## src/rtl/controller_poller_pkg.sv

```systemverilog
// Shared constants for the NES-style pad poller.
//   state_e      : poller FSM encodings (3 bits).
//   BTN_A..BTN_RIGHT : bit positions of each button on the committed controller bus.
//                  The button-value logic reuses these positions.
package controller_poller_pkg;

  typedef enum logic [2:0] {
    StIdle    = 3'd0,
    StLatch   = 3'd1,
    StPulseHi = 3'd2,
    StPulseLo = 3'd3,
    StCommit  = 3'd4
  } state_e;

  localparam int unsigned BTN_A      = 0;
  localparam int unsigned BTN_B      = 1;
  localparam int unsigned BTN_SELECT = 2;
  localparam int unsigned BTN_START  = 3;
  localparam int unsigned BTN_UP     = 4;
  localparam int unsigned BTN_DOWN   = 5;
  localparam int unsigned BTN_LEFT   = 6;
  localparam int unsigned BTN_RIGHT  = 7;

  localparam int unsigned NUM_BTN = 8;

endpackage

```

## src/rtl/controller_poller_if.sv

```systemverilog
// Bundle of pad pins and M-stage signals around the controller poller.
//   pad_data      : serial data from pad, active-low (0 = pressed)
//   pad_latch     : latch pulse to pad
//   pad_clk       : shift clock to pad
//   clear_pressed : one-cycle strobe from M stage (sbp retire)
//   clear_mask    : bits of pressed to clear with clear_pressed
//   controller    : committed button state, active-high
//   pressed       : sticky rising-edge flags
//   valid         : one-cycle pulse when controller is committed
// master = poller side, slave = pad + memory stage side.
interface controller_poller_if;

  logic       pad_data;
  logic       pad_latch;
  logic       pad_clk;
  logic       clear_pressed;
  logic [7:0] clear_mask;
  logic [7:0] controller;
  logic [7:0] pressed;
  logic       valid;

  modport master (
    input  pad_data,
    input  clear_pressed,
    input  clear_mask,
    output pad_latch,
    output pad_clk,
    output controller,
    output pressed,
    output valid
  );

  modport slave (
    output pad_data,
    output clear_pressed,
    output clear_mask,
    input  pad_latch,
    input  pad_clk,
    input  controller,
    input  pressed,
    input  valid
  );

endinterface

```

## src/rtl/controller_poller_sync2.sv

```systemverilog
// Two-flop synchroniser for the asynchronous pad data pin.
//   clock : system clock
//   reset : asynchronous active-high reset (both flops clear to 0)
//   d_i   : asynchronous input
//   q_o   : synchronised output, two cycles late
module controller_poller_sync2 (
  input  logic clock,
  input  logic reset,
  input  logic d_i,
  output logic q_o
);

  logic meta_q;
  logic sync_q;

  always_ff @(posedge clock or posedge reset) begin
    if (reset) begin
      meta_q <= 1'b0;
      sync_q <= 1'b0;
    end else begin
      meta_q <= d_i;
      sync_q <= meta_q;
    end
  end

  assign q_o = sync_q;

endmodule

```

## src/rtl/controller_poller.sv

```systemverilog
// Serial game-pad poller. Periodically latches the pad, clocks out 8 button bits
// (bit 0 first, active-low on the wire) and commits them to a stable parallel bus.
// Also keeps sticky "pressed since last consumed" flags cleared by the M stage.
//   clock   : system clock, rising edge
//   reset   : asynchronous, active-high
//   pad_bus : controller_poller_if.master (pad pins, clear strobe/mask,
//             controller, pressed, valid)
// Poll timing: POLL_PERIOD idle cycles, latch for 2*CLK_DIV cycles, 7 pad_clk pulses of
// CLK_DIV high + CLK_DIV low, then one COMMIT cycle.
module controller_poller
  import controller_poller_pkg::*;
#(
  parameter int unsigned CLK_DIV     = 4,
  parameter int unsigned POLL_PERIOD = 1000,
  parameter int unsigned CNT_W       = 16
) (
  input  logic                clock,
  input  logic                reset,
  controller_poller_if.master pad_bus
);

  localparam logic [CNT_W-1:0] IdleLast  = CNT_W'(POLL_PERIOD - 1);
  localparam logic [CNT_W-1:0] LatchLast = CNT_W'(2 * CLK_DIV - 1);
  localparam logic [CNT_W-1:0] HalfLast  = CNT_W'(CLK_DIV - 1);

  state_e           state_q, state_d;
  logic [CNT_W-1:0] cnt_q, cnt_d;
  logic [2:0]       idx_q, idx_d;
  logic [7:0]       shift_q, shift_d;
  logic [7:0]       controller_q, controller_d;
  logic [7:0]       edge_q, edge_d;
  logic [7:0]       pressed_q, pressed_d;
  logic             valid_q, valid_d;
  logic             pad_latch_q, pad_latch_d;
  logic             pad_clk_q, pad_clk_d;
  logic             pad_sync;
  logic             enter_commit;
  logic [7:0]       clr;

  controller_poller_sync2 u_sync2 (
    .clock (clock),
    .reset (reset),
    .d_i   (pad_bus.pad_data),
    .q_o   (pad_sync)
  );

  // Sequencing: one shared counter times every phase.
  always_comb begin
    state_d = state_q;
    cnt_d   = cnt_q + CNT_W'(1);
    idx_d   = idx_q;
    shift_d = shift_q;
    unique case (state_q)
      StIdle: begin
        if (cnt_q == IdleLast) begin
          state_d = StLatch;
          cnt_d   = '0;
        end
      end
      StLatch: begin
        if (cnt_q == LatchLast) begin
          shift_d[0] = pad_sync;
          idx_d      = 3'd1;
          state_d    = StPulseHi;
          cnt_d      = '0;
        end
      end
      StPulseHi: begin
        if (cnt_q == HalfLast) begin
          state_d = StPulseLo;
          cnt_d   = '0;
        end
      end
      StPulseLo: begin
        if (cnt_q == HalfLast) begin
          // Sample at phase end so the synchroniser delay is hidden.
          shift_d[idx_q] = pad_sync;
          cnt_d          = '0;
          if (idx_q == 3'd7) begin
            state_d = StCommit;
          end else begin
            idx_d   = idx_q + 3'd1;
            state_d = StPulseHi;
          end
        end
      end
      StCommit: begin
        state_d = StIdle;
        cnt_d   = '0;
        idx_d   = 3'd0;
      end
      default: begin
        state_d = StIdle;
        cnt_d   = '0;
        idx_d   = 3'd0;
      end
    endcase
  end

  // Commit and sticky-flag logic. controller and valid are loaded on the edge entering
  // COMMIT so they appear together in the COMMIT cycle; the new-edge flags are captured
  // against the old controller value at the same time and merged into pressed on the edge
  // leaving COMMIT, which lets a clear strobe in the COMMIT cycle lose to a new edge.
  always_comb begin
    enter_commit = (state_d == StCommit) && (state_q != StCommit);
    clr          = pad_bus.clear_pressed ? pad_bus.clear_mask : 8'h00;

    controller_d = controller_q;
    edge_d       = edge_q;
    if (enter_commit) begin
      controller_d = ~shift_d;
      edge_d       = ~shift_d & ~controller_q;
    end

    pressed_d = pressed_q & ~clr;
    if (state_q == StCommit) begin
      pressed_d = pressed_d | edge_q;
    end

    valid_d     = enter_commit;
    pad_latch_d = (state_d == StLatch);
    pad_clk_d   = (state_d == StPulseHi);
  end

  always_ff @(posedge clock or posedge reset) begin
    if (reset) begin
      state_q      <= StIdle;
      cnt_q        <= '0;
      idx_q        <= 3'd0;
      shift_q      <= 8'h00;
      controller_q <= 8'h00;
      edge_q       <= 8'h00;
      pressed_q    <= 8'h00;
      valid_q      <= 1'b0;
      pad_latch_q  <= 1'b0;
      pad_clk_q    <= 1'b0;
    end else begin
      state_q      <= state_d;
      cnt_q        <= cnt_d;
      idx_q        <= idx_d;
      shift_q      <= shift_d;
      controller_q <= controller_d;
      edge_q       <= edge_d;
      pressed_q    <= pressed_d;
      valid_q      <= valid_d;
      pad_latch_q  <= pad_latch_d;
      pad_clk_q    <= pad_clk_d;
    end
  end

  assign pad_bus.pad_latch  = pad_latch_q;
  assign pad_bus.pad_clk    = pad_clk_q;
  assign pad_bus.controller = controller_q;
  assign pad_bus.pressed    = pressed_q;
  assign pad_bus.valid      = valid_q;

endmodule

```

## src/flat_wrapper.sv

```systemverilog
// flat-port wrapper written by rule: the top's interface ports become plain ports
module controller_poller_flat import controller_poller_pkg::*;
#(
  parameter int unsigned CLK_DIV     = 4,
  parameter int unsigned POLL_PERIOD = 1000,
  parameter int unsigned CNT_W       = 16
)
  (clock, reset, pad_bus_pad_data, pad_bus_clear_pressed, pad_bus_clear_mask, pad_bus_pad_latch, pad_bus_pad_clk, pad_bus_controller, pad_bus_pressed, pad_bus_valid);
  controller_poller_if pad_bus_i ();
  input  logic clock;
  input  logic reset;
  input wire logic [$bits(pad_bus_i.pad_data)-1:0] pad_bus_pad_data;
  input wire logic [$bits(pad_bus_i.clear_pressed)-1:0] pad_bus_clear_pressed;
  input wire logic [$bits(pad_bus_i.clear_mask)-1:0] pad_bus_clear_mask;
  output wire logic [$bits(pad_bus_i.pad_latch)-1:0] pad_bus_pad_latch;
  output wire logic [$bits(pad_bus_i.pad_clk)-1:0] pad_bus_pad_clk;
  output wire logic [$bits(pad_bus_i.controller)-1:0] pad_bus_controller;
  output wire logic [$bits(pad_bus_i.pressed)-1:0] pad_bus_pressed;
  output wire logic [$bits(pad_bus_i.valid)-1:0] pad_bus_valid;
  assign pad_bus_i.pad_data = pad_bus_pad_data;
  assign pad_bus_i.clear_pressed = pad_bus_clear_pressed;
  assign pad_bus_i.clear_mask = pad_bus_clear_mask;
  assign pad_bus_pad_latch = pad_bus_i.pad_latch;
  assign pad_bus_pad_clk = pad_bus_i.pad_clk;
  assign pad_bus_controller = pad_bus_i.controller;
  assign pad_bus_pressed = pad_bus_i.pressed;
  assign pad_bus_valid = pad_bus_i.valid;
  controller_poller #(.CLK_DIV(CLK_DIV), .POLL_PERIOD(POLL_PERIOD), .CNT_W(CNT_W)) u_core (.clock(clock), .reset(reset), .pad_bus(pad_bus_i));
endmodule
```

## config.mk

```make
export PLATFORM = sky130hd
export DESIGN_NAME = controller_poller_flat
export DESIGN_NICKNAME = d
export VERILOG_FILES = /design/src/rtl/controller_poller_pkg.sv /design/src/rtl/controller_poller_if.sv /design/src/rtl/controller_poller_sync2.sv /design/src/rtl/controller_poller.sv /design/src/flat_wrapper.sv
export SDC_FILE = /design/constraint.sdc
export NUM_CORES = 1
export LEC_CHECK = 0
export ABC_AREA = 1
export BUFFER_PORTS_ARGS = -buffer_cell sky130_fd_sc_hd__buf_4
export CAP_MARGIN = 40
export CORE_UTILIZATION = 30
export DETAILED_ROUTE_END_ITERATION = 8
export PLACE_DENSITY = 0.46
export SLEW_MARGIN = 20
export SYNTH_ARGS = -nofsm -noshare
export SYNTH_HDL_FRONTEND = slang
export SYNTH_SLANG_ARGS = --single-unit
export TNS_END_PERCENT = 30
```

## constraint.sdc

```tcl
create_clock -name clock -period 2.4 [get_ports clock]
set_clock_uncertainty 0.15 [all_clocks]
set_input_delay 0.36 -clock clock [delete_from_list [all_inputs] [get_ports clock]]
set_output_delay 0.36 -clock clock [all_outputs]
set_load 0.005 [all_outputs]
```

==> results.md <==
| Parameter | Reported |
|:---|:---|
| Outcome | complete, no violations |
| Worst Setup Slack post-DPL | 0.361 ns |
| Crit Path Max Fanout | 14 |
| Cts repair resizes | 0 |
| Netlist cell types | 36 |
| Chip height | 100 um |
| Drt first pass iters | 4 |
| Highest-utilization routing layer at the global route stage | met2 |
| Nature of the critical path startpoint | register |
| Netlist area before placement | 2890 um2 |
| Synth warnings | 0 |
| Area of the placeable core | 9280 um2 |
| Final WL | 6210 um |
| Post-route fraction of the period consumed by the critical path | 83.0% |
| Average wire per cell in the routed design | 12.2 um |
| Post-synth EDFFs | 0 |
| Count of vias placed by the detailed router | 2,264 |
| Max incr delay on CP | 0.39 ns |
| Maximum number of pins on one net before global-route repair | 60 |
| IR Drop Worst-Case VDD | 220 uV |
| Post-layout net count | 391 |
| Slowest cell on the critical path | dfrtp_1 |
| F_max | 502 MHz |
| PD cells | 564 nW/um2 |
| Post-synthesis register bit count | 59 |
| Headroom to the max-slew limit | 63.6% |
| Critical setup path kind | reg -> reg |
| RSZ-0062 raised after global routing | no |
| Fin worst setup slack | 0.408 ns |
| Number of nets in the synthesized netlist | 352 |
| Global Route met2 Usage | 20.5% |
| CTS Root Buffer Type | clkbuf_8 |
| Post-synth top flop | dfrtp_1 |
| Class of the tightest hold or removal check | in -> reg |
| Data arrival time of the worst path | 2.08 ns |
| Maximum buffer depth of the clock tree | 2 |
| Slew @ Worst Pin | 0.544 ns |
| Post-route DRC | 0 |
| Horizontal extent of the die | 100 um |
| Clock-pin slew reported for the worst setup and hold paths after clock tree synthesis | 0.08 ns |
| Async set or reset register ratio after synthesis | 100% |
| Lkg Pwr | 0.00176 uW |
| Overall global routing resource usage | 13.6% |
| Critical path's top delay family | simple AND/OR/NAND/NOR gates |
| # port buffers | 30 |
| Met1 track demand over resource | 19.0% |
| Cell row count | 35 |
| ANT nets after route | 0 |
| RD Place Congestion | 0.765 |
| Floorplan die area | 10,000 um2 |
| Antenna fix cells | 0 |
| Total clock buffers created by CTS | 9 |
| Initial Util | 31.1% |
| Vias in the first global route | 2,195 |
| Ratio of routed vias to standard cells | 4.44 |
| Clock latency on the worst-skew pair | 0.34 ns |
| Final Hold Violating Endpoints | 0 |
| GRT met3 Usage | 2.99% |
| Antenna violations before repair | 0 |
| Clock sinks | 59 |
| Final Slew Violations | 0 |
| Area overhead of the layout relative to synthesis | 20.4% |
| Grt total ovfl | 0 |
| Level count of the clock H-tree | 3 |
| Proportion of synthesized chip area in sequential cells | 51.1% |
| Final setup violating endpoints | 0 |
| Cell Chain, Critical Path | ha_1, nand3_1, nor2_1, nand3b_1, nand2_1, nand3_2, and3b_1 |
| Sum Neg Setup Slack | 0 ns |
| Post-Synthesis Cells | 337 |
| Element type at the critical path end | register |
| Average instance area after synthesis | 8.57 um2 |
| Initial detailed-routing violation count | 84 |
| First-pass GRT wire length | 10,600 um |
| Max cap viols | 0 |
| Final HPWL DP | 4380 um |
| Fraction of final layout cells with drive strength greater than 1 | 18.4% |
| Clock tree from TritonCTS | done |
| Critical path buffers and inverters | 0 |
| # IOs | 31 |
| WP data required | 2.48 ns |
| Post-layout min period | 1.99 ns |
==> cells by family after synthesis <==
logic type	after synthesis	share of synthesized area [%]
buffers and inverters	53	7.58
adders and majority gates	3	1.30
AOI/OAI and AO/OA	37	8.76
xor gates and xnor gates	1	0.303
DFF	59	51.1
and+or+nand+nor	184	30.9
==> layout make-up <==
cell class                      count  area (um2)
Multi-Input combinational cell    225        1190
Clock inverter                      7        77.6
Clock buffer                        9         124
Sequential cell                    59        1480
Inverter                           48         180
Timing Repair Buffer               33         265
Fill cell                        1001        5810
Tap cell                          129         161
==> routing by layer <==
| metal | vias up | share of wire [%] |
|---|---|---|
| met5 | - | 0 |
| met4 | 0 | 1.9 |
| met2 | 30 | 42 |
| met3 | 9 | 2.7 |
| met1 | 1054 | 53 |
| li1 | 1171 | - |
==> layout by cell type (no fill, tap or decap), types with 2 or more instances in the layout <==
cell type      Yosys  final
nor2_2             3      3
buf_4              1     30
and3b_1            2      2
a32o_1             8      8
clkinv_4           0      3
nor2_4             4      4
nand4_1            9      9
nor2_1            29     29
inv_2              4      5
nand2_1           92     92
o31ai_1            2      2
nand3b_1           3      3
dfrtp_1           59     59
inv_1             43     42
a21oi_1            3      3
nand2_2            4      4
a31oi_1            2      2
nand3_1           21     21
dlygate4sd3_1      0      2
nor3_2             3      3
clkbuf_8           0      9
nor3b_1            2      2
and3_1             5      5
o21ai_0           12     12
o211a_1            2      2
o21ai_1            4      4
o21bai_1           4      4
nor3_1             2      2
ha_1               3      3
==> metrics by stage <==
| step | power (uW) | utilization [%] | instance area [um2] | instances | hold WS [ns] |
|---|---|---|---|---|---|
| global placement | 1060 | 35.1 | 3250 | 492 | 0.184 |
| CTS | 1990 | 37.4 | 3480 | 510 | 0.150 |
| finish | 1960 | 37.4 | 3480 | 510 | 0.165 |
| floorplan | 1040 | - | 2890 | 337 | 0.181 |
| detailed placement | 1060 | 35.1 | 3250 | 492 | 0.190 |
| global route | 2040 | 37.4 | 3480 | 510 | 0.155 |
==> cells in the mapped netlist, types with 4 or more instances <==
| cell type | n | share of area [%] |
|---|---|---|
| nor2_4 | 4 | 1.6 |
| inv_2 | 4 | 0.52 |
| nor2_1 | 29 | 3.8 |
| o21ai_0 | 12 | 2.1 |
| a32o_1 | 8 | 2.8 |
| nand3_1 | 21 | 3.6 |
| and3_1 | 5 | 1.1 |
| dfrtp_1 | 59 | 51 |
| nand2_2 | 4 | 0.87 |
| nand2_1 | 92 | 12 |
| o21bai_1 | 4 | 1.0 |
| inv_1 | 43 | 5.6 |
| nand4_1 | 9 | 2.0 |
| o21ai_1 | 4 | 0.69 |
==> sequential cells by signal (all words and copies together), names as in the netlist, 3 cells and up <==
name and cells:
u_core.cnt_q 16, u_core.edge_q 8, u_core.pad_bus.controller 8, u_core.pad_bus.pressed 8
u_core.shift_q 8, u_core.idx_q 3, u_core.state_q 3
==> final timing paths <==
kind / startpoint / endpoint / slack (ns) / cells after the start
max: u_core.cnt_q[0] / u_core.cnt_q[14] / 0.41 / 7
min: pad_bus_clear_mask[3] / u_core.pad_bus.pressed[3] / 0.16 / 3
max reg2reg: u_core.cnt_q[0] / u_core.cnt_q[14] / 0.41 / 7
min reg2reg: u_core.u_sync2.meta_q / u_core.u_sync2.q_o / 0.20 / 0
max in group asynchronous: reset / u_core.cnt_q[9] / 1.33 / 4
min in group asynchronous: reset / u_core.cnt_q[6] / 0.50 / 4
==> power by group <==
part           internal (uW)  total (uW)  leakage, uW  switching (uW)
combinational           18.4        45.9     0.000859            27.4
clock                    486         919    0.0000998             433
sequential               995         996     0.000806            1.03
==> timing repair <==
item	CTS	global route
hold endpoints to repair	60	0
hold buffers	2	0
setup buffers	0	0
endpoints found under the setup margin	0	0
==> tightest hold or removal path, cell delays in order <==
cell     delay (ns)
buf_4          0.11
nand2_1        0.05
a32o_1         0.11
No activity file was read; power rests on OpenSTA's default activity.
